--- config.mk ---
export PLATFORM = sky130hd
export DESIGN_NAME = mem_access_unit
export DESIGN_NICKNAME = d
export VERILOG_FILES = /design/src/rtl/mau_pkg.sv /design/src/rtl/mau_load_align.sv /design/src/rtl/mem_access_unit.sv
export SDC_FILE = /design/constraint.sdc
export NUM_CORES = 1
export LEC_CHECK = 0
export CORE_MARGIN = 1
export CORE_UTILIZATION = 50
export DETAILED_ROUTE_END_ITERATION = 10
export PLACE_DENSITY = 0.86
export SLEW_MARGIN = 10
export SYNTH_ARGS = -nofsm -noshare
export SYNTH_HDL_FRONTEND = slang
export SYNTH_HIERARCHICAL = 1
export SYNTH_SLANG_ARGS = --single-unit
--- constraint.sdc ---
create_clock -name clk -period 7.3 [get_ports clk]
set_input_delay 1.46 -clock clk [delete_from_list [all_inputs] [get_ports clk]]
set_output_delay 1.46 -clock clk [all_outputs]
set_load 0.02 [all_outputs]
--- src/rtl/mau_pkg.sv ---
// mau_pkg: shared types and helpers for the memory access unit.
//   mem_op_t    : 4-bit memory op code from execute
//   exc_t       : 2-bit exception code returned to writeback
//   mau_state_t : control FSM states
//   SIZE_*      : dreq_size encodings (log2 of access bytes)
package mau_pkg;

    typedef enum logic [3:0] {
        OP_NONE = 4'd0,
        OP_LB   = 4'd1,
        OP_LBU  = 4'd2,
        OP_LH   = 4'd3,
        OP_LHU  = 4'd4,
        OP_LW   = 4'd5,
        OP_LWU  = 4'd6,
        OP_LD   = 4'd7,
        OP_SB   = 4'd8,
        OP_SH   = 4'd9,
        OP_SW   = 4'd10,
        OP_SD   = 4'd11
    } mem_op_t;

    typedef enum logic [1:0] {
        EXC_NONE = 2'd0,
        EXC_ADEL = 2'd1,
        EXC_ADES = 2'd2
    } exc_t;

    typedef enum logic [2:0] {
        ST_IDLE  = 3'd0,
        ST_REQ   = 3'd1,
        ST_WAIT  = 3'd2,
        ST_DONE  = 3'd3,
        ST_DRAIN = 3'd4
    } mau_state_t;

    localparam logic [1:0] SIZE_B = 2'd0;
    localparam logic [1:0] SIZE_H = 2'd1;
    localparam logic [1:0] SIZE_W = 2'd2;
    localparam logic [1:0] SIZE_D = 2'd3;

    function automatic logic [1:0] op_size(input mem_op_t op);
        logic [1:0] size_v;
        case (op)
            OP_LB, OP_LBU, OP_SB: size_v = SIZE_B;
            OP_LH, OP_LHU, OP_SH: size_v = SIZE_H;
            OP_LW, OP_LWU, OP_SW: size_v = SIZE_W;
            OP_LD, OP_SD:         size_v = SIZE_D;
            default:              size_v = SIZE_B;
        endcase
        return size_v;
    endfunction

    function automatic logic op_is_load(input mem_op_t op);
        logic is_v;
        case (op)
            OP_LB, OP_LBU, OP_LH, OP_LHU, OP_LW, OP_LWU, OP_LD: is_v = 1'b1;
            default:                                            is_v = 1'b0;
        endcase
        return is_v;
    endfunction

    function automatic logic op_is_store(input mem_op_t op);
        logic is_v;
        case (op)
            OP_SB, OP_SH, OP_SW, OP_SD: is_v = 1'b1;
            default:                    is_v = 1'b0;
        endcase
        return is_v;
    endfunction

    function automatic logic op_is_signed(input mem_op_t op);
        logic is_v;
        case (op)
            OP_LB, OP_LH, OP_LW: is_v = 1'b1;
            default:             is_v = 1'b0;
        endcase
        return is_v;
    endfunction

endpackage

--- src/rtl/mau_load_align.sv ---
// mau_load_align: combinational load lane extraction and extension.
//   data     : raw bus read data (DATA_W)
//   offset   : byte offset of the access within the bus word
//   size     : access size (SIZE_B/H/W/D)
//   sign_ext : 1 = sign-extend, 0 = zero-extend
//   result   : extracted value extended to DATA_W
module mau_load_align
    import mau_pkg::*;
#(
    parameter int DATA_W = 32
) (
    input  logic [DATA_W-1:0]             data,
    input  logic [$clog2(DATA_W/8)-1:0]   offset,
    input  logic [1:0]                    size,
    input  logic                          sign_ext,
    output logic [DATA_W-1:0]             result
);

    logic [DATA_W-1:0] shifted_s;

    // Move the addressed lane to bit 0, then extend from the access width.
    always_comb begin
        shifted_s = data >> {offset, 3'b000};
        case (size)
            SIZE_B: result = sign_ext ? DATA_W'(signed'(shifted_s[7:0]))
                                      : DATA_W'(shifted_s[7:0]);
            SIZE_H: result = sign_ext ? DATA_W'(signed'(shifted_s[15:0]))
                                      : DATA_W'(shifted_s[15:0]);
            SIZE_W: result = sign_ext ? DATA_W'(signed'(shifted_s[31:0]))
                                      : DATA_W'(shifted_s[31:0]);
            default: result = shifted_s;
        endcase
    end

endmodule

--- src/rtl/mem_access_unit.sv ---
// mem_access_unit: handshaked memory stage between execute and writeback.
//   in_valid/in_ready, in_op, in_val, in_wdata : op from execute
//   flush                                      : kill the op held in the unit
//   out_valid/out_ready, out_result, out_exc,
//   out_badvaddr                               : result to writeback
//   dreq_valid, dreq_addr, dreq_size,
//   dreq_strobe, dreq_data                     : bus request
//   dresp_addr_ok, dresp_data_ok, dresp_data   : bus response
// Build option MAU_MISALIGN_CHECK_EN: when defined, misaligned accesses
// raise ADEL/ADES without touching the bus; when undefined, the low
// address bits are masked to the access size and the access proceeds.
// Exception results carry out_result = 0; load requests drive dreq_data = 0.
module mem_access_unit
    import mau_pkg::*;
#(
    parameter int DATA_W = 32,
    parameter int ADDR_W = 32
) (
    input  logic                  clk,
    input  logic                  resetn,
    input  logic                  in_valid,
    output logic                  in_ready,
    input  logic [3:0]            in_op,
    input  logic [DATA_W-1:0]     in_val,
    input  logic [DATA_W-1:0]     in_wdata,
    input  logic                  flush,
    output logic                  out_valid,
    input  logic                  out_ready,
    output logic [DATA_W-1:0]     out_result,
    output logic [1:0]            out_exc,
    output logic [ADDR_W-1:0]     out_badvaddr,
    output logic                  dreq_valid,
    output logic [ADDR_W-1:0]     dreq_addr,
    output logic [1:0]            dreq_size,
    output logic [DATA_W/8-1:0]   dreq_strobe,
    output logic [DATA_W-1:0]     dreq_data,
    input  logic                  dresp_addr_ok,
    input  logic                  dresp_data_ok,
    input  logic [DATA_W-1:0]     dresp_data
);

    localparam int STRB_W = DATA_W / 8;
    localparam int OFF_W  = $clog2(STRB_W);

    // Ops that do not exist on a 32-bit datapath degrade to pass-through.
    function automatic mem_op_t legal_op(input logic [3:0] raw);
        mem_op_t op_v;
        if (raw > 4'd11) begin
            op_v = OP_NONE;
        end else begin
            op_v = mem_op_t'(raw);
        end
        if ((DATA_W == 32) && ((op_v == OP_LWU) || (op_v == OP_LD) || (op_v == OP_SD))) begin
            op_v = OP_NONE;
        end
        return op_v;
    endfunction

    mem_op_t            op_s;
    logic [1:0]         size_s;
    logic [7:0]         byte_mask_s;
    logic [ADDR_W-1:0]  addr_raw_s;
    logic [ADDR_W-1:0]  low_mask_s;
    logic [ADDR_W-1:0]  addr_eff_s;
    logic               misalign_s;
    exc_t               exc_s;
    logic [STRB_W-1:0]  strobe_s;
    logic [DATA_W-1:0]  wdata_rep_s;
    logic [DATA_W-1:0]  load_data_s;
    logic [DATA_W-1:0]  result_s;

    mau_state_t         state_r;
    logic               in_ready_r;
    logic               out_valid_r;
    logic [DATA_W-1:0]  out_result_r;
    exc_t               out_exc_r;
    logic [ADDR_W-1:0]  out_badvaddr_r;
    logic               dreq_valid_r;
    logic [ADDR_W-1:0]  dreq_addr_r;
    logic [1:0]         dreq_size_r;
    logic [STRB_W-1:0]  dreq_strobe_r;
    logic [DATA_W-1:0]  dreq_data_r;
    logic [DATA_W-1:0]  val_r;
    logic               load_r;
    logic               sign_r;
    logic               flush_pend_r;

    // Decode the incoming op: size, alignment, exception, strobe and lane data.
    always_comb begin
        op_s       = legal_op(in_op);
        size_s     = op_size(op_s);
        addr_raw_s = ADDR_W'(in_val);
        case (size_s)
            SIZE_B: begin
                byte_mask_s = 8'h01;
                low_mask_s  = ADDR_W'(3'd0);
            end
            SIZE_H: begin
                byte_mask_s = 8'h03;
                low_mask_s  = ADDR_W'(3'd1);
            end
            SIZE_W: begin
                byte_mask_s = 8'h0F;
                low_mask_s  = ADDR_W'(3'd3);
            end
            default: begin
                byte_mask_s = 8'hFF;
                low_mask_s  = ADDR_W'(3'd7);
            end
        endcase
`ifdef MAU_MISALIGN_CHECK_EN
        misalign_s = (addr_raw_s & low_mask_s) != {ADDR_W{1'b0}};
        addr_eff_s = addr_raw_s;
`else
        misalign_s = 1'b0;
        addr_eff_s = addr_raw_s & ~low_mask_s;
`endif
        if (!misalign_s) begin
            exc_s = EXC_NONE;
        end else if (op_is_store(op_s)) begin
            exc_s = EXC_ADES;
        end else begin
            exc_s = EXC_ADEL;
        end
        strobe_s    = {STRB_W{1'b0}};
        wdata_rep_s = {DATA_W{1'b0}};
        if (op_is_store(op_s)) begin
            strobe_s = STRB_W'(byte_mask_s) << addr_eff_s[OFF_W-1:0];
            // Replicate the low byte/half/word so every lane carries it.
            for (int i = 0; i < STRB_W; i++) begin
                case (size_s)
                    SIZE_B:  wdata_rep_s[i*8 +: 8] = in_wdata[7:0];
                    SIZE_H:  wdata_rep_s[i*8 +: 8] = in_wdata[(i%2)*8 +: 8];
                    SIZE_W:  wdata_rep_s[i*8 +: 8] = in_wdata[(i%4)*8 +: 8];
                    default: wdata_rep_s[i*8 +: 8] = in_wdata[i*8 +: 8];
                endcase
            end
        end else begin
            strobe_s    = {STRB_W{1'b0}};
            wdata_rep_s = {DATA_W{1'b0}};
        end
    end

    mau_load_align #(
        .DATA_W   (DATA_W)
    ) u_load_align (
        .data     (dresp_data),
        .offset   (dreq_addr_r[OFF_W-1:0]),
        .size     (dreq_size_r),
        .sign_ext (sign_r),
        .result   (load_data_s)
    );

    // Value presented to writeback when the bus completes.
    always_comb begin
        if (load_r) begin
            result_s = load_data_s;
        end else begin
            result_s = val_r;
        end
    end

    // Control FSM and all registered outputs.
    always_ff @(posedge clk) begin
        if (!resetn) begin
            state_r        <= ST_IDLE;
            in_ready_r     <= 1'b1;
            out_valid_r    <= 1'b0;
            out_result_r   <= {DATA_W{1'b0}};
            out_exc_r      <= EXC_NONE;
            out_badvaddr_r <= {ADDR_W{1'b0}};
            dreq_valid_r   <= 1'b0;
            dreq_addr_r    <= {ADDR_W{1'b0}};
            dreq_size_r    <= 2'd0;
            dreq_strobe_r  <= {STRB_W{1'b0}};
            dreq_data_r    <= {DATA_W{1'b0}};
            val_r          <= {DATA_W{1'b0}};
            load_r         <= 1'b0;
            sign_r         <= 1'b0;
            flush_pend_r   <= 1'b0;
        end else begin
            case (state_r)
                ST_IDLE: begin
                    // A flush in IDLE has nothing to kill and blocks acceptance.
                    if (in_valid && !flush) begin
                        in_ready_r   <= 1'b0;
                        val_r        <= in_val;
                        load_r       <= op_is_load(op_s);
                        sign_r       <= op_is_signed(op_s);
                        flush_pend_r <= 1'b0;
                        if ((op_s == OP_NONE) || misalign_s) begin
                            state_r        <= ST_DONE;
                            out_valid_r    <= 1'b1;
                            out_result_r   <= misalign_s ? {DATA_W{1'b0}} : in_val;
                            out_exc_r      <= exc_s;
                            out_badvaddr_r <= misalign_s ? addr_raw_s : {ADDR_W{1'b0}};
                        end else begin
                            state_r       <= ST_REQ;
                            dreq_valid_r  <= 1'b1;
                            dreq_addr_r   <= addr_eff_s;
                            dreq_size_r   <= size_s;
                            dreq_strobe_r <= strobe_s;
                            dreq_data_r   <= wdata_rep_s;
                        end
                    end
                end
                ST_REQ: begin
                    // The request cannot be withdrawn; a flush is remembered
                    // until the bus accepts it.
                    if (dresp_addr_ok) begin
                        dreq_valid_r <= 1'b0;
                        if (dresp_data_ok) begin
                            if (flush || flush_pend_r) begin
                                state_r    <= ST_IDLE;
                                in_ready_r <= 1'b1;
                            end else begin
                                state_r        <= ST_DONE;
                                out_valid_r    <= 1'b1;
                                out_result_r   <= result_s;
                                out_exc_r      <= EXC_NONE;
                                out_badvaddr_r <= {ADDR_W{1'b0}};
                            end
                        end else if (flush || flush_pend_r) begin
                            state_r <= ST_DRAIN;
                        end else begin
                            state_r <= ST_WAIT;
                        end
                    end else if (flush) begin
                        flush_pend_r <= 1'b1;
                    end
                end
                ST_WAIT: begin
                    if (dresp_data_ok) begin
                        if (flush) begin
                            state_r    <= ST_IDLE;
                            in_ready_r <= 1'b1;
                        end else begin
                            state_r        <= ST_DONE;
                            out_valid_r    <= 1'b1;
                            out_result_r   <= result_s;
                            out_exc_r      <= EXC_NONE;
                            out_badvaddr_r <= {ADDR_W{1'b0}};
                        end
                    end else if (flush) begin
                        state_r <= ST_DRAIN;
                    end
                end
                ST_DONE: begin
                    if (flush || out_ready) begin
                        state_r     <= ST_IDLE;
                        out_valid_r <= 1'b0;
                        in_ready_r  <= 1'b1;
                    end
                end
                ST_DRAIN: begin
                    // Swallow the response of the killed access.
                    if (dresp_data_ok) begin
                        state_r      <= ST_IDLE;
                        in_ready_r   <= 1'b1;
                        flush_pend_r <= 1'b0;
                    end
                end
                default: begin
                    state_r      <= ST_IDLE;
                    in_ready_r   <= 1'b1;
                    out_valid_r  <= 1'b0;
                    dreq_valid_r <= 1'b0;
                end
            endcase
        end
    end

    assign in_ready     = in_ready_r;
    assign out_valid    = out_valid_r;
    assign out_result   = out_result_r;
    assign out_exc      = out_exc_r;
    assign out_badvaddr = out_badvaddr_r;
    assign dreq_valid   = dreq_valid_r;
    assign dreq_addr    = dreq_addr_r;
    assign dreq_size    = dreq_size_r;
    assign dreq_strobe  = dreq_strobe_r;
    assign dreq_data    = dreq_data_r;

endmodule

==> summary.md, run 1 <==
| Metric | Value |
|---|---|
| Setup slack after layout | 3.02 ns |
| Share of cells above drive strength 1 | 6.31% |
| Post-layout min period | 4.28 ns |
| P_leak | 0.00347 µW |
| EDFF count, synth | 0 |
| Port bufs | 211 |
| Top_reg_cell synth | dfxtp_1 |
| Setup Skew | 0.00611 ns |
| Via Count | 7159 |
| Pwr Density | 277 nW/µm² |
| Max Freq | 234 MHz |
| Required time worst endpoint | 7.65 ns |
| Overflow left after global routing | 0 |
| CP endpoint kind | register |
| Register area | 2860 µm² |
| Layout Cell Area excl Fill | 9930 µm² |
| Fin crit share | 58.6% |
| Sequential share of the synthesized area | 38.2% |
| Die Ht | 124 µm |
| Pre-CTS WS | 2.58 ns |
| H-tree depth | 4 |
| Post-Syn Area per Cell | 8.13 µm² |
| Io pins | 246 |
| Post-synth ARST share | 0% |
| CTS Sinks | 143 |
| Synth area leader | dfxtp_1 |
| Post-CTS Setup Inserts | 0 |
| Synthesized flop and latch total | 143 |
| Largest net degree at the start of global routing | 80 |
| Synth warn | 6 |
| Num CTS Buffers | 17 |
| HPWL after DPL | 14400 µm |
| Worst path arrival time | 4.63 ns |
| Commonest non-fill, non-tap cell in the layout | nand2_1 |
| Antenna Nets Post-Route | 0 |
| CTS max path bufs | 2 |
| GPL Wtd Cong | 0.893 |
| Top post-synthesis cells by area | dfxtp_1 (38%), nand2_1 (12%), mux2i_1 (9.8%), a21oi_1 (6.4%), buf_4 (4.0%) |
| N_diodes | 0 |
| Mapped cell area | 7490 µm² |
| Post-CTS Resized | 0 |
| Worst min path class | reg2reg |
| Status | complete, no violations |
| Post-Place Cell Area | 9340 µm² |
| CTS tree | done |
| Hold Fails Final Rpt | 0 |
| Commonest cells after routing, fill and taps aside | nand2_1 (229), clkdlybuf4s50_1 (210), dfxtp_1 (142) |
| Die W | 124 µm |
| GRT Total Usage | 27.7% |
| Worst VDD drop | 0.000217 V |
| Area delta synth->final | 32.6% |
| Vias in the first global route | 6792 |
| DR top layer | met4 |
| Row count | 44 |
| Nets | 1189 |
| Hold buffer count at CTS | 0 |
| Met1 wire length | 9190 µm |
| Root Buffer | clkbuf_16 |
| First-pass GRT wire length | 34700 µm |
| Setup Viol. Count Final | 0 |
| Multi-input logic area | 4060 µm² |
| DR iter-0 viols | 527 |
| DRC | 0 |
| Fillers | 1130 |
| Unrepaired setup endpoints after global routing | no |
| Initial Utilization | 51.4% |
| Crit-path max FO | 17 |
| Initial antenna violation count | 0 |
| Via-to-Cell Ratio | 5.61 |
| Slew Viols, Final | 0 |
| WL met2 | 10300 µm |
| WS Path Type | in2reg |
| Core area | 14600 µm² |
| Clock Latency Late Sink | 0.42 ns |
| Pre-antenna DRT Iters | 5 |
| DIE AREA | 15500 µm² |
| Synth top area share | 38.2% |
| Setup crit start kind | input pin |
| Netlist cell types | 70 |
| Routed wire length per instance | 16.9 µm |
| Maxcap violations | 0 |
| TNS Setup | 0 ns |
| Relative slew slack | 17.2% |
| Cells after synthesis | 922 |
| Worst slew pin tran | 1.24 ns |
| Final wirelength | 21600 µm |
| Clock transition at path regs | 0.06 ns |
| Met3 routed WL | 1410 µm |
==> where the power goes <==
group          internal (µW)  switching (µW)  total (µW)
clock                    524             339         863
combinational            373             550         923
sequential               885            85.5         970
==> registers in the layout (all words and copies together) (netlist names) <==
signal / flops
load_r: 1
sign_r: 1
out_result: 32
val_r: 32
dreq_data: 32
flush_pend_r: 1
state_r: 3
dreq_addr: 32
dreq_size: 2
in_ready: 1
out_valid: 1
dreq_strobe: 4
dreq_valid: 1
==> final timing paths <==
kind / startpoint / end / slack (ns) / cells after the start
min reg2reg: out_result[3] / out_result[3] / 0.45 / 2
max: in_op[2] / dreq_strobe[1] / 3.02 / 9
max reg2reg: state_r[2] / dreq_data[5] / 4.35 / 5
min: out_result[3] / out_result[3] / 0.45 / 2
==> metrics by stage <==
step / hold slack, ns / total power [µW] / std cells / utilization [%]
final: 0.448 / 2760 / 1277 / 68.1
after global placement: 0.433 / 1880 / 1245 / 64.0
after detailed placement: 0.440 / 1900 / 1245 / 64.0
after CTS: 0.450 / 2760 / 1277 / 68.1
after global routing: 0.463 / 2900 / 1277 / 68.1
after floorplan: 0.436 / 1590 / 955 / -
==> final cells by class <==
class	instances	area share (%)
inverters	6	0.227
clock buffers	21	4.63
well taps	184	2.32
clock inverters	11	1.32
flip-flops and latches	143	28.8
multi-input cells	693	40.9
repair buffers	219	21.8
==> cell families after synthesis <==
kind of cell / count (synthesis) / share of synthesized area, %
xor+xnor: 2 / 0.234
other cells: 1 / 0.0501
compound gates: 269 / 23.6
buf+inv: 119 / 9.42
mux: 76 / 10.3
fa+ha+maj: 2 / 0.334
simple gates: 310 / 17.8
flops: 143 / 38.2
==> critical path: stages <==
cell	delay [ns]
clkdlybuf4s50_1	0.75
inv_1	0.27
and3_1	0.21
ha_1	0.33
nand2b_1	0.18
o2111a_1	0.43
nand3_1	0.51
a21o_1	0.35
o21ai_0	0.13
==> routing by layer <==
metal / track usage, % / up-vias
li1: - / 3499
met1: 34.3 / 3315
met2: 46.0 / 296
met3: 6.49 / 49
met4: 11.9 / 0
met5: 0 / -
==> synthesized netlist by cell type, types with 2 or more instances <==
cell,instances
a211oi_1,12
a21boi_0,7
a21o_1,3
a21oi_1,96
a31o_2,2
a31oi_1,2
a32oi_1,8
and2_1,3
and3_1,3
buf_1,5
buf_2,26
buf_4,40
buf_6,10
clkbuf_1,31
dfxtp_1,143
ha_1,2
inv_1,5
mux2i_1,73
nand2_1,230
nand2b_1,8
nand3_1,13
nand3b_1,2
nor2_1,15
nor2_2,2
nor2b_1,11
nor3_1,7
o2111ai_1,32
o21a_1,2
o21ai_0,37
o21ai_1,31
o22ai_1,6
o22ai_2,2
o2bb2ai_1,10
or2_1,2
or2_2,6
(Power assumes the default switching activity.)
==> inputs of run 2 (changes only) <==
--- a/config.mk
+++ b/config.mk
@@ -6,9 +6,9 @@
 export NUM_CORES = 1
 export LEC_CHECK = 0
 export CORE_MARGIN = 1
-export CORE_UTILIZATION = 50
+export CORE_UTILIZATION = 47
 export DETAILED_ROUTE_END_ITERATION = 10
-export PLACE_DENSITY = 0.86
+export PLACE_DENSITY = 0.82
 export SLEW_MARGIN = 10
 export SYNTH_ARGS = -nofsm -noshare
 export SYNTH_HDL_FRONTEND = slang
==> constraint.sdc (replaced) <==
create_clock -name clk -period 4.4 [get_ports clk]
set_input_delay 0.88 -clock clk [delete_from_list [all_inputs] [get_ports clk]]
set_output_delay 0.88 -clock clk [all_outputs]
set_load 0.02 [all_outputs]
==> run 2 against run 1 <==
  * Flip-flop and latch count unchanged
  * Via count is 0.71% lower
  * Register-to-register slack worse by 2.5 ns
  * Combinational power up 67%
  * Critical path depth increased by 1
  * Non-clock buffer count up 5
  * Sequential power is 66% higher
  * Clock power grew 67%
  * Core utilization is 2.9 points lower
  * Largest power group unchanged
==> summary.md, run 2 (synthesis results as in run 1) <==
| Metric | Value |
|---|---|
| Slew Viols, Final | 0 (unchanged) |
| Area delta synth->final | 33.7% (was 32.6%) |
| Routed wire length per instance | 16.7 µm (was 16.9 µm) |
| Sw Ratio | 35.5% (was 35.4%) |
| Final Non-Filler Cells | 1309 (was 1277) |
| Setup Viol. Count Final | 0 (unchanged) |
| Setup Skew | 0.0120 ns (was 0.00611 ns) |
| DR iter-0 viols | 442 (was 527) |
| Via-to-Cell Ratio | 5.43 (was 5.61) |
| Sequential power share | 35.1% (was 35.2%) |
| Max Freq | 270 MHz |
| Core area | 15400 µm² (was 14600 µm²) |
| Share of cells above drive strength 1 | 6.74% (was 6.31%) |
| HPWL after DPL | 15200 µm (was 14400 µm) |
| Row count | 45 (was 44) |
| Initial Utilization | 48.7% (was 51.4%) |
| Dpl cells | 1277 (was 1245) |
| CTS tree | done (unchanged) |
| Nets | 1194 (was 1189) |
| Reg-to-reg slack, setup | 1.86 ns (was 4.35 ns) |
| Worst path max stage delay | 0.67 ns (was 0.75 ns) |
| Clock Latency Late Sink | 0.42 ns (about the same) |
| Required time worst endpoint | 4.74 ns (was 7.65 ns) |
| Post-CTS Setup Inserts | 0 (unchanged) |
| P_leak | 0.00350 µW (was 0.00347 µW) |
| Post-CTS Resized | 0 (unchanged) |
| Pint | 2960 µW (was 1780 µW) |
| Antenna Nets Post-Route | 0 (unchanged) |
| Relative slew slack | 28.1% (was 17.2%) |
| Unrepaired setup endpoints after global routing | no (unchanged) |
| Root Buffer | clkbuf_16 (unchanged) |
| Hold buffer count at CTS | 0 (unchanged) |
| WS Path Type | in2reg (unchanged) |
| Logic pwr share | 33.5% (about the same) |
| Via Count | 7108 (was 7159) |
| Reg2reg end | out_result[28] (was dreq_data[5]) |
| Pre-antenna DRT Iters | 5 (unchanged) |
| Worst hold path stage count | 2 (unchanged) |
| CTS max path bufs | 2 (unchanged) |
| Initial antenna violation count | 0 (unchanged) |
| Hold Path End | out_result[21] (was out_result[3]) |
| Crit-path max FO | 17 (unchanged) |
| Fin crit share | 84.1% |
| GRT Total Usage | 26.6% (was 27.7%) |
| Post-layout min period | 3.70 ns |
| Largest net degree at the start of global routing | 65 (was 80) |
| Final wirelength | 21800 µm (was 21600 µm) |
| GPL Wtd Cong | 0.910 (was 0.893) |
| Worst r2r src | state_r[0] (was state_r[2]) |
| TNS Setup | 0 ns (unchanged) |
| Commonest cells after routing, fill and taps aside | nand2_1 (230), clkdlybuf4s50_1 (210), dfxtp_1 (142) (was nand2_1 (229), clkdlybuf4s50_1 (210), dfxtp_1 (142)) |
| Commonest non-fill, non-tap cell in the layout | nand2_1 (unchanged) |
| Hold Fails Final Rpt | 0 (unchanged) |
| Die Ht | 128 µm (was 124 µm) |
| Die W | 128 µm (was 124 µm) |
| DRC | 0 (unchanged) |
| Clock network fraction of design power | 31.4% (was 31.3%) |
| Num CTS Buffers | 17 (unchanged) |
| CP endpoint kind | register (unchanged) |
| Most used cell, CP | o21ai_0 |
| DIE AREA | 16400 µm² (was 15500 µm²) |
| Port bufs | 211 (unchanged) |
| N_diodes | 0 (unchanged) |
| H-tree depth | 4 (unchanged) |
| Io pins | 246 (unchanged) |
| Clock transition at path regs | 0.06 ns (about the same) |
| Worst slew pin tran | 1.08 ns (was 1.24 ns) |
| Vias in the first global route | 6715 (was 6792) |
| CP Cell Sequence | clkdlybuf4s50_1 -> a21oi_1 -> o21ai_0 -> inv_1 -> ha_1 -> nand2b_1 -> o2111a_1 -> nand3_1 -> a21o_1 -> o21ai_0 (was clkdlybuf4s50_1 -> inv_1 -> and3_1 -> ha_1 -> nand2b_1 -> o2111a_1 -> nand3_1 -> a21o_1 -> o21ai_0) |
| Worst VDD drop | 0.000418 V (was 0.000217 V) |
| CTS Sinks | 143 (unchanged) |
| Maxcap violations | 0 (unchanged) |
| Worst min path class | reg2reg (unchanged) |
| Net Switching | 1630 µW (was 975 µW) |
| Pwr Density | 458 nW/µm² (was 277 nW/µm²) |
| Cells on worst reg2reg path | 6 (was 5) |
| Setup crit start kind | input pin (unchanged) |
| Overflow left after global routing | 0 (unchanged) |
| First-pass GRT wire length | 34300 µm (was 34700 µm) |
| Min-delay src | out_result[21] (was out_result[3]) |
| Worst path arrival time | 4.04 ns (was 4.63 ns) |
| Status | complete, no violations (unchanged) |
| Critical path's slowest cell | clkdlybuf4s50_1 (unchanged) |
## run 2: changes by cell type in the layout (fill, tap and decap cells not counted), sizes merged
cell and delta:
clkbuf -1, clkinv +2, buf +5, clkinvlp -1
## run 2: per-stage QoR
step | power, µW | hold slack [ns] | area [µm²] | worst slack (ns) | utilization (%)
after floorplan | 2640 | 0.436 | 7620 | 1.48 | -
after global placement | 3130 | 0.434 | 9420 | 0.504 | 61.3
after detailed placement | 3160 | 0.441 | 9420 | 0.414 | 61.3
after CTS | 4610 | 0.451 | 10000 | 0.753 | 65.2
after global routing | 4830 | 0.463 | 10000 | 0.453 | 65.2
final | 4590 | 0.446 | 10000 | 0.699 | 65.2
## run 2: power groups by stage
stage	logic, µW	clock network (µW)	registers, µW
after floorplan	905	0	1730
after CTS	1540	1460	1610
after detailed placement	1530	0	1630
after global routing	1680	1520	1630
final	1540	1440	1610
after global placement	1510	0	1630
## run 2: layer usage
layer / wire length [µm] / track usage, % / up-vias
li1: - / - / 3505
met1: 9540 / 33.2 / 3344
met2: 10700 / 44.8 / 232
met3: 1170 / 5.59 / 27
met4: 444 / 9.97 / 0
met5: 0 / 0 / -
## run 2: worst max-delay path by stage
stage | start | end | slack [ns]
6_report | in_op[1] | dreq_strobe[1] | 0.70
5_1_grt | in_op[1] | dreq_strobe[1] | 0.45
4_1_cts | in_op[1] | dreq_strobe[1] | 0.75
3_5_place_dp | in_op[1] | dreq_strobe[1] | 0.41
3_3_place_gp | in_op[1] | dreq_strobe[1] | 0.50
2_1_floorplan | in_op[3] | dreq_data[24] | 1.48
## run 2: layout make-up
type | count | area (µm²)
timing repair buffer | 224 | 2220
inverter | 6 | 22.5
clock inverter | 12 | 134
fill | 1328 | 5360
multi-input combinational | 693 | 4060
tap | 211 | 264
clock buffer | 20 | 457
sequential | 143 | 2860
## run 2: worst max-delay path: cells and delay by family
| family | cells | cell delay [ns] |
|---|---|---|
| compound gates | 5 | 1.32 |
| buf+inv | 2 | 0.76 |
| simple gates | 2 | 0.73 |
| fa+ha+maj | 1 | 0.33 |
